File: config.mk
export PLATFORM = sky130hd
export DESIGN_NAME = bin_to_bcd_seq_flat
export DESIGN_NICKNAME = d
export VERILOG_FILES = /design/src/rtl/bin_to_bcd_seq_if.sv /design/src/rtl/bin_to_bcd_seq.sv /design/src/flat_wrapper.sv
export SDC_FILE = /design/constraint.sdc
export NUM_CORES = 1
export LEC_CHECK = 0
export ABC_AREA = 1
export CAP_MARGIN = 20
export CORE_ASPECT_RATIO = 0.75
export CORE_MARGIN = 2
export CORE_UTILIZATION = 51
export CTS_CLUSTER_SIZE = 20
export DETAILED_ROUTE_END_ITERATION = 6
export GPL_TIMING_DRIVEN = 1
export PLACE_DENSITY = 0.8
export SLEW_MARGIN = 20
export SYNTH_ARGS = -nofsm -noshare
export SYNTH_HDL_FRONTEND = slang
export SYNTH_SLANG_ARGS = --single-unit
File: constraint.sdc
create_clock -name clk -period 1.35 [get_ports clk]
set_input_delay 0.135 -clock clk [delete_from_list [all_inputs] [get_ports clk]]
set_output_delay 0.135 -clock clk [all_outputs]
set_load 0.01 [all_outputs]
File: src/rtl/bin_to_bcd_seq_if.sv
// rtl/bin_to_bcd_seq_if.sv - handshake and result bundle between a binary source and the BCD converter
interface bin_to_bcd_seq_if;
    logic [7:0] bin_in;
    logic       in_valid;
    logic       in_ready;
    logic [7:0] bcd_out;
    logic       out_valid;
    logic       overflow;

    modport master (
        output bin_in,
        output in_valid,
        input  in_ready,
        input  bcd_out,
        input  out_valid,
        input  overflow
    );

    modport slave (
        input  bin_in,
        input  in_valid,
        output in_ready,
        output bcd_out,
        output out_valid,
        output overflow
    );
endinterface

File: src/rtl/bin_to_bcd_seq.sv
// rtl/bin_to_bcd_seq.sv - iterative double-dabble 8-bit binary to two-digit packed BCD converter
module bin_to_bcd_seq #(
    parameter bit SATURATE = 1'b1
) (
    input  logic              clk,
    input  logic              reset,
    bin_to_bcd_seq_if.slave   bus
);

    localparam logic [1:0] S_IDLE = 2'd0;
    localparam logic [1:0] S_CONV = 2'd1;
    localparam logic [1:0] S_DONE = 2'd2;

    logic [1:0]  state_q, state_d;
    logic [19:0] shift_q, shift_d;
    logic [2:0]  cnt_q,   cnt_d;
    logic [7:0]  bcd_q,   bcd_d;
    logic        ovf_q,   ovf_d;
    logic        valid_q, valid_d;

    logic [3:0]  hund, tens, ones;
    logic [19:0] adjusted;

    function automatic logic [3:0] add3(input logic [3:0] n);
        return (n >= 4'd5) ? (n + 4'd3) : n;
    endfunction

    assign hund = shift_q[19:16];
    assign tens = shift_q[15:12];
    assign ones = shift_q[11:8];

    // Adjusted digits stay <= 12, so each nibble absorbs its own +3 with no carry.
    assign adjusted = {add3(hund), add3(tens), add3(ones), shift_q[7:0]};

    always_comb begin
        state_d = state_q;
        shift_d = shift_q;
        cnt_d   = cnt_q;
        bcd_d   = bcd_q;
        ovf_d   = ovf_q;
        valid_d = 1'b0;
        case (state_q)
            S_IDLE: begin
                if (bus.in_valid) begin
                    shift_d = {12'd0, bus.bin_in};
                    cnt_d   = 3'd0;
                    state_d = S_CONV;
                end
            end
            S_CONV: begin
                shift_d = adjusted << 1;
                cnt_d   = cnt_q + 3'd1;
                if (cnt_q == 3'd7) begin
                    state_d = S_DONE;
                end
            end
            S_DONE: begin
                ovf_d   = (hund != 4'd0);
                bcd_d   = (SATURATE && (hund != 4'd0)) ? 8'h99 : {tens, ones};
                valid_d = 1'b1;
                state_d = S_IDLE;
            end
            default: begin
                state_d = S_IDLE;
            end
        endcase
    end

    always_ff @(posedge clk or posedge reset) begin
        if (reset) begin
            state_q <= S_IDLE;
            shift_q <= 20'd0;
            cnt_q   <= 3'd0;
            bcd_q   <= 8'h00;
            ovf_q   <= 1'b0;
            valid_q <= 1'b0;
        end else begin
            state_q <= state_d;
            shift_q <= shift_d;
            cnt_q   <= cnt_d;
            bcd_q   <= bcd_d;
            ovf_q   <= ovf_d;
            valid_q <= valid_d;
        end
    end

    // Ready comes from the state register alone so the source never sees a loop through in_valid.
    assign bus.in_ready  = (state_q == S_IDLE);
    assign bus.bcd_out   = bcd_q;
    assign bus.overflow  = ovf_q;
    assign bus.out_valid = valid_q;

endmodule

File: src/flat_wrapper.sv
// flat-port wrapper written by rule: the top's interface ports become plain ports
module bin_to_bcd_seq_flat 
#(
    parameter bit SATURATE = 1'b1
)
  (clk, reset, bus_bin_in, bus_in_valid, bus_in_ready, bus_bcd_out, bus_out_valid, bus_overflow);
  bin_to_bcd_seq_if bus_i ();
  input  logic clk;
  input  logic reset;
  input wire logic [$bits(bus_i.bin_in)-1:0] bus_bin_in;
  input wire logic [$bits(bus_i.in_valid)-1:0] bus_in_valid;
  output wire logic [$bits(bus_i.in_ready)-1:0] bus_in_ready;
  output wire logic [$bits(bus_i.bcd_out)-1:0] bus_bcd_out;
  output wire logic [$bits(bus_i.out_valid)-1:0] bus_out_valid;
  output wire logic [$bits(bus_i.overflow)-1:0] bus_overflow;
  assign bus_i.bin_in = bus_bin_in;
  assign bus_i.in_valid = bus_in_valid;
  assign bus_in_ready = bus_i.in_ready;
  assign bus_bcd_out = bus_i.bcd_out;
  assign bus_out_valid = bus_i.out_valid;
  assign bus_overflow = bus_i.overflow;
  bin_to_bcd_seq #(.SATURATE(SATURATE)) u_core (.clk(clk), .reset(reset), .bus(bus_i));
endmodule
# After elaboration in Yosys (flattened, before gate mapping)
# Cells that the tools add are included.
# totals
latchBits,0
output_inout_bits,11
mem_count,0
mem_bits_rw,0
rom_bits,0
elab_cells,35
regBits,35
# op_classes
n_bitwise,0
mul,0
addsub,4
mux,12
div,0
shifts,0
order_cmp,3
eq_ne,5
n_reduce_logical,5
# ops
cell,n
$pmux 20 s2,1
$mux 20,1
$ge 4x3->1 const B,3
$add 4x2->4 const B,2
$mux 4,2
$mux 8,1
$mux 3,2
$pmux 3 s2,1
$mux 2,2
$pmux 2 s2,1
$reduce_and 2->1,2
$reduce_bool 4->1,1
$add 3x1->3 const B,1
$add 3x2->3 const B,1
$eq 3x3->1 const B,1
$eq 2x1->1 const B,1
$eq 2x2->1 const B,1
$logic_not 2->1,1
$ne 2x1->1 const B,1
$ne 2x2->1 const B,1
$reduce_bool 2->1,1
$mux 1,1

# Logic depth before layout (Yosys ltp)
# Gate-level depths: netlist (run 1).
# logic_depth
ltp_word,3
ltp_mapped,8

# Worst setup path before layout (run 1)
# OpenSTA, ideal clock, no wires.
# synth_path
path_kind,register to register
start,register u_core.shift_q[16]
end,register u_core.shift_q[17]
setup_slack_ns,0.162
setup_time_ns,0.117
path_stages_with_launch,8
t_required_ns,1.233
arrival_time_ns,1.070
path_cell_list,dfrtp_1 inv_1 ha_1 inv_1 a21oi_1 nand3_1 nand3_1 nand2_1
# synth_between
elab_chain_len,3
elab_cells_between_ends,4
# synth_lines
element,line_no,source
from (decl),bin_to_bcd_seq.sv:15,"logic [19:0] shift_q, shift_d;"
from (signal assigned),bin_to_bcd_seq.sv:79,shift_q <= shift_d;
$ge 4x3->1 or $add 3x2->3 (tied branches),bin_to_bcd_seq.sv:25,return (n >= 4'd5) ? (n + 4'd3) : n;
$mux 3 *,bin_to_bcd_seq.sv:25,
$pmux 20 s2 *,bin_to_bcd_seq.sv:42,case (state_q)
# Mark *: on every way between the ends. The rest lies on a longest branch, timed or not.
# A chain may end at the register's enable or synchronous reset.

# Worst setup path after layout (run 1)
# layout_path
start,register u_core.shift_q[12]
end,register u_core.shift_q[13]
# layout_between
elab_chain_len,3
elab_cells_between_ends,4
# layout_lines
element,line_no
$add 4x2->4 or $ge 4x3->1 (tied branches),bin_to_bcd_seq.sv:25
$mux 4 *,bin_to_bcd_seq.sv:25
$pmux 20 s2 *,bin_to_bcd_seq.sv:42
# Marked as above.

==> results of run 1 <==
-- flip-flops by register name, summed over array words and instances (netlist names) --
register / cells
u_core.shift_q: 20
u_core.bus.bcd_out: 8
u_core.bus.overflow: 1
u_core.state_q: 2
u_core.cnt_q: 3
u_core.bus.out_valid: 1
-- stage by stage --
stage / hold slack (ps) / cells / setup TNS (ps)
finish: 185.5 / 277 / 0
global route: 217.5 / 277 / -92.46
CTS: 196.4 / 275 / 0
detailed placement: 441.8 / 267 / 0
global placement: 439.5 / 267 / 0
floorplan: 279.5 / 201 / 0
-- worst max-delay path, stage by stage, from the launching register on --
cell and delay [ps]:
dfrtp_1 430, inv_2 80, ha_1 210, inv_1 90, nand2_2 90, nand3_4 80, nand2_1 50, nand3_1 70
o21ai_0 100
-- metal layers --
layer / vias to the layer above / global-route usage [%]
met1: 634 / 25.09
met3: 6 / 7.735
met5: - / 0
li1: 725 / -
met2: 38 / 31.48
met4: 0 / 7.547
-- cell families after synthesis --
logic type	after synthesis	share of synthesized area, %
simple gates	88	20.68
compound gates	41	13.74
flops	35	50.61
buf+inv	27	7.954
fa+ha+maj	9	6.508
xor+xnor	1	0.5062
-- power groups by stage --
stage	logic (mW)	registers, mW	clock network, mW
finish	2.42	1.85	0.726
global route	2.77	1.92	0.794
CTS	2.31	1.83	0.744
detailed placement	2.29	1.85	0
global placement	2.24	1.82	0
floorplan	1.57	1.85	0
-- worst paths after layout --
| kind | start | end | slack [ps] | cells after the start |
|---|---|---|---|---|
| setup / recovery | u_core.shift_q[12] | u_core.shift_q[13] | 20 | 8 |
| setup reg to reg | u_core.shift_q[12] | u_core.shift_q[13] | 20 | 8 |
| hold / removal | reset | u_core.bus.out_valid | 190 | 3 |
| hold reg to reg | u_core.state_q[1] | u_core.state_q[1] | 450 | 1 |
| min in group clk | bus_bin_in[0] | u_core.shift_q[0] | 410 | 3 |
| max in group asynchronous | reset | u_core.shift_q[8] | 980 | 3 |
-- timing repair --
action | in CTS | in global routing
endpoints found under the setup margin | 1 | 12
gates resized for setup | 1 | 16
hold buffers | 0 | 0
pin swaps | 0 | 2
buffers inserted | 0 | 2
-- cell type report --
class | instances | area [µm²] | area share, %
sequential | 35 | 877.1 | 40.64
multi-input combinational | 139 | 745.7 | 34.55
timing repair buffer | 33 | 319.1 | 14.78
inverter | 22 | 85.08 | 3.942
clock buffer | 7 | 76.32 | 3.536
tap | 40 | 50.05 | 2.319
clock inverter | 1 | 5.005 | 0.2319
-- placed cells by master (no fill, tap or decap), drive strengths merged, types with 3 or more instances in the layout --
cell type | synthesis | routed
dlymetal6s2s | 0 | 3
clkdlybuf4s50 | 0 | 17
o21ai | 28 | 28
nand2 | 57 | 57
buf | 5 | 12
dfrtp | 35 | 35
nand3 | 12 | 12
a31oi | 3 | 3
ha | 9 | 9
inv | 22 | 22
nor2 | 17 | 17
a21oi | 3 | 3
clkbuf | 0 | 7
==> summary.txt, run 1 <==
Worst setup path
  – Worst EP arrival: roughly 1500 ps
  – Crit Path Max Fanout: 4
  – Type of origin of the critical path: flip-flop
  – Critical path class: reg -> reg
  – Worst EP required: 1520 ps
  – Setup crit end kind: flip-flop

Synth
  – Commonest cells post-synth: nand2_1, dfrtp_1, inv_1
  – Top cells by area, synth: dfrtp_1, nand2_1, ha_1
  – Post-Syn Instances: around 200
  – Distinct cells, synth: 23
  – Mapped Nets: 221
  – Ys Warns: 0
  – EDFF count, synth: 0
  – Ys async rst share: 100.0%
  – Count leader, synth: nand2_1
  – Area leader, netlist: dfrtp_1
  – Top-area cell type share of the netlist area: about half
  – Syn Std Cell Area: 1730 µm²
  – Synth Flop Type: dfrtp_1
  – Register area share after synthesis: around half
  – Synth Register Bits: 35
  – Avg Synthesized Cell Area: around 8.6 µm²

Floorplan
  – # IOs: 22
  – Core Footprint: 3266 µm²
  – Die width: between 70 and 80 µm
  – Row Count: 18
  – Chip Height: between 50 and 60 µm
  – Die area: about 3900 µm²
  – Initial Util: a little over half

Pwr
  – Power, Total: roughly 5 mW
  – Sw power: approximately 2 mW
  – Lkg Pwr: ~1.1 nW
  – Peak supply drop: around 1.2 mV
  – Power Dens Cells: between 2000 and 2500 nW/µm²
  – Int Power: ~3.0 mW
  – Clock power share: between 10% and 20%
  – Net Sw Frac: about 41%
  – Combinational Power Share: 48.4%
  – Sequential share of power: a little under two fifths

CTS
  – Root buffer cell: clkbuf_8
  – Clk_lat worst skew: about 290 ps
  – CTS Sinks: 35
  – Clock transition at the registers of the reported paths: roughly 60 ps
  – Maximum clock path buffer count: 2
  – CTS tree: built
  – CTS Buf Count: 5
  – CTS HTree Levels: 2

Outcome
  – Outcome: finished, final reports clean

Final layout
  – Post-layout util: around 66%
  – Diode count: 0
  – Finished Cell Area: between 2000 and 2500 µm²
  – Fillers: 288
  – Area growth syn-to-layout: 24.73%
  – Share of cells above drive strength 1: 14.77%
  – Fin nets: approximately 260

Drt
  – Total Routed Length: 3335 µm
  – Met3 routed WL: between 200 and 250 µm
  – Drt pass-1 iters: 4
  – Vias per inst: between 5 and 6
  – Vias after detailed routing: about 1,400
  – WL met2: between 1000 and 1500 µm
  – Post-route ant nets: 0
  – Initial drt markers: 80
  – Residual DRC: 0
  – Max layer used: met4
  – WL/cell: about 12 µm
  – Met1 WL: 1637 µm

STA
  – Worst-Margin Slew: ~300 ps
  – Setup Viol. Count Final: 0
  – Fin. max-slew vios: 0
  – Fin Clk Skew: roughly 1.2 ps
  – Setup WS post-layout: 23.89 ps
  – Slew HR: roughly 80%
  – Tcrit/Tclk final: a little over nine tenths
  – RSZ-0062 raised after global routing: true
  – Post-layout minimum cycle time: between 1000 and 1500 ps
  – Final Hold Viols: 0
  – Fmax: between 700 and 800 MHz

Global route
  – Pin count of the biggest net entering global routing: 36
  – Antenna violations before repair: 0
  – Total track usage: between 10% and 20%
  – Vias in the first global route: between 1,000 and 1,500
  – First-pass GRT wire length: 5733 µm
  – GR Overflow Total: 0

Place
  – Dpl ws: about 35 ps
  – PortBufs: 21
  – Post-DP HPWL: around 2300 µm
  – Dpl cell area: 2026 µm²
  – RePlAce Congestion: 0.8188

Job
  – Max-Cap Viols: 0

Min path
  – Worst Hold Class: in -> async
(Power assumes the default switching activity.)
==> inputs of run 2 (changes only) <==
--- a/config.mk
+++ b/config.mk
@@ -13,7 +13,7 @@
 export CTS_CLUSTER_SIZE = 20
 export DETAILED_ROUTE_END_ITERATION = 6
 export GPL_TIMING_DRIVEN = 1
-export PLACE_DENSITY = 0.8
+export PLACE_DENSITY = 0.73
 export SLEW_MARGIN = 20
 export SYNTH_ARGS = -nofsm -noshare
 export SYNTH_HDL_FRONTEND = slang
==> run 2 against run 1 <==
Non-clock buffer count fell by 2. Core utilization shrank 1.1 points. Wire length up 4.5%. Die area unchanged. Worst hold slack better by 18 ps. Register-to-register slack about the same.
==> summary.txt, run 2 (synthesized netlist as in run 1, its figures left out) <==
Place
  – Post-DP HPWL: 2402 µm
  – Dpl cell area: about 2000 µm²
  – PortBufs: 21
  – RePlAce Congestion: 0.7757
  – DP Cell Count: 265

Drt
  – Vias after detailed routing: roughly 1,400
  – Post-route ant nets: 0
  – WL/cell: 12.76 µm
  – Drt pass-1 iters: 4
  – Total Routed Length: ~3500 µm
  – Initial drt markers: between 100 and 150
  – Residual DRC: 0
  – Vias per inst: roughly 5.2

Final layout
  – Commonest non-fill, non-tap cell in the layout: nand2_1
  – Area growth syn-to-layout: 22.63%
  – Top reg by flops: u_core.shift_q
  – Diode count: 0
  – Most frequent cells in the layout: nand2_1, dfrtp_1, clkdlybuf4s50_1, inv_1, o21ai_0
  – Finished Cell Area: approximately 2100 µm²
  – Share of cells above drive strength 1: roughly an eighth
  – Max reg flops: 20
  – Fin nets: between 200 and 300
  – Finished Layout Cells: roughly 270

STA
  – Final Hold Viols: 0
  – Slew HR: 84.05%
  – Fin Clk Skew: ~7.7 ps
  – Worst-Margin Slew: roughly 240 ps
  – Post-layout minimum cycle time: approximately 1300 ps
  – Fmax: about 760 MHz
  – RSZ-0062 raised after global routing: true
  – Tcrit/Tclk final: 97.92%
  – Fin. max-slew vios: 0
  – Worst hold slack: 203.6 ps
  – Setup Viol. Count Final: 0
  – Setup TNS: 0 ps

Pwr
  – Sequential share of power: between 30 and 40%
  – Combinational Power Share: about half
  – Int Power: between 2 and 3 mW
  – Lkg Pwr: approximately 1.1 nW
  – Peak supply drop: a little over 1 mV
  – Clock power share: between 10% and 20%
  – Net Sw Frac: 41.00%
  – Sw power: about 2.0 mW
  – Power, Total: about 4.9 mW
  – Power Dens Cells: approximately 2300 nW/µm²

Worst setup path
  – Slowest-stage cell, CP: dfrtp_1
  – Worst EP required: ~1500 ps
  – Critical path class: reg -> reg
  – CP top delay family: flip-flops
  – Crit path cell chain: inv_2, ha_1, inv_1, nand2_1, nand3_2, nand2_1, nand3_1, o21ai_0
  – CP most frequent cell: nand2_1
  – Worst path depth: 8
  – CP max stage delay: 400 ps
  – Worst EP arrival: roughly 1500 ps
  – Worst reg2reg path depth: 8
  – Type of origin of the critical path: flip-flop
  – Critical Path Start: u_core.shift_q[13]
  – Worst reg2reg setup slack: ~28 ps
  – Crit Path Max Fanout: 4
  – R2r startpoint: u_core.shift_q[13]
  – Setup crit end kind: flip-flop
  – Buf+Inv Stages, Crit Path: 2

CTS
  – CTS Buf Count: 5
  – CTS tree: built
  – Maximum clock path buffer count: 2
  – CTS Sinks: 35
  – Clk_lat worst skew: approximately 280 ps
  – Root buffer cell: clkbuf_8
  – CTS HTree Levels: 2
  – Clock transition at the registers of the reported paths: approximately 70 ps
  – Cts hold-fix bufs: 0

Floorplan
  – Core Footprint: 3266 µm²
  – # IOs: 22
  – Initial Util: 52.99%
  – Chip Height: 54.45 µm
  – Row Count: 18
  – Die width: a little over 70 µm
  – Die area: approximately 3900 µm²

Outcome
  – Outcome: finished, final reports clean

Global route
  – Total track usage: 19.61%
  – Pin count of the biggest net entering global routing: 36
  – Vias in the first global route: ~1,300
  – Antenna violations before repair: 0
  – First-pass GRT wire length: roughly 5700 µm
  – GR Overflow Total: 0

Min path
  – Worst Hold Class: in -> async

Job
  – Max-Cap Viols: 0
run 2: cell type report:
type,count,area [µm²]
tap,40,50.05
clock buffer,6,72.57
inverter,22,85.08
multi-input combinational,139,738.2
fill,261,1144
timing repair buffer,31,299.0
sequential,35,877.1
run 2: metal layers:
metal	up-vias	global-route usage [%]	part of all wire (%)	wire (µm)
met5	-	0	0	0
met2	46	32.10	46	1596
met4	0	10.06	1.8	61
met1	657	24.23	45	1578
met3	9	5.709	7.1	248
li1	716	-	-	-
run 2: power groups by stage:
| stage | combinational, mW | sequential [mW] | clock (mW) |
|---|---|---|---|
| 6_report | 2.39 | 1.85 | 0.676 |
| 5_1_grt | 2.70 | 1.90 | 0.729 |
| 4_1_cts | 2.31 | 1.83 | 0.689 |
| 3_5_place_dp | 2.29 | 1.85 | 0 |
| 3_3_place_gp | 2.16 | 1.82 | 0 |
| 2_1_floorplan | 1.57 | 1.85 | 0 |
run 2: what timing repair did:
item | 4_1_cts | 5_1_grt
endpoints found under the hold margin | 0 | 0
gates resized for setup | 1 | 10
setup endpoints to repair | 3 | 9
setup buffers | 1 | 1
run 2: tightest hold or removal path, cell delays in order:
cell	delay [ps]
clkdlybuf4s50_1	400
inv_1	100
buf_12	220
run 2: per-stage QoR:
stage          worst slack, ps  utilization [%]
2_1_floorplan            162.2                -
3_3_place_gp             74.18            61.57
3_5_place_dp            -27.95            61.57
5_1_grt                 -45.24            64.98
6_report                 28.10            64.98
4_1_cts                  21.18            63.98
run 2: worst paths after layout:
path | endpoint
worst max register to register | u_core.shift_q[13]
max in group asynchronous | u_core.shift_q[8]
worst min-delay path | u_core.bus.bcd_out[3]
worst min register to register | u_core.state_q[1]
min in group clk | u_core.shift_q[0]
worst max-delay path | u_core.shift_q[13]
==> inputs of run 3 (changes only) <==
--- a/config.mk
+++ b/config.mk
@@ -10,6 +10,7 @@
 export CORE_ASPECT_RATIO = 0.75
 export CORE_MARGIN = 2
 export CORE_UTILIZATION = 51
+export CTS_CLUSTER_DIAMETER = 30
 export CTS_CLUSTER_SIZE = 20
 export DETAILED_ROUTE_END_ITERATION = 6
 export GPL_TIMING_DRIVEN = 1
==> results of run 3 <==
No change in the layout: final DEF, timing and power equal those of run 2.
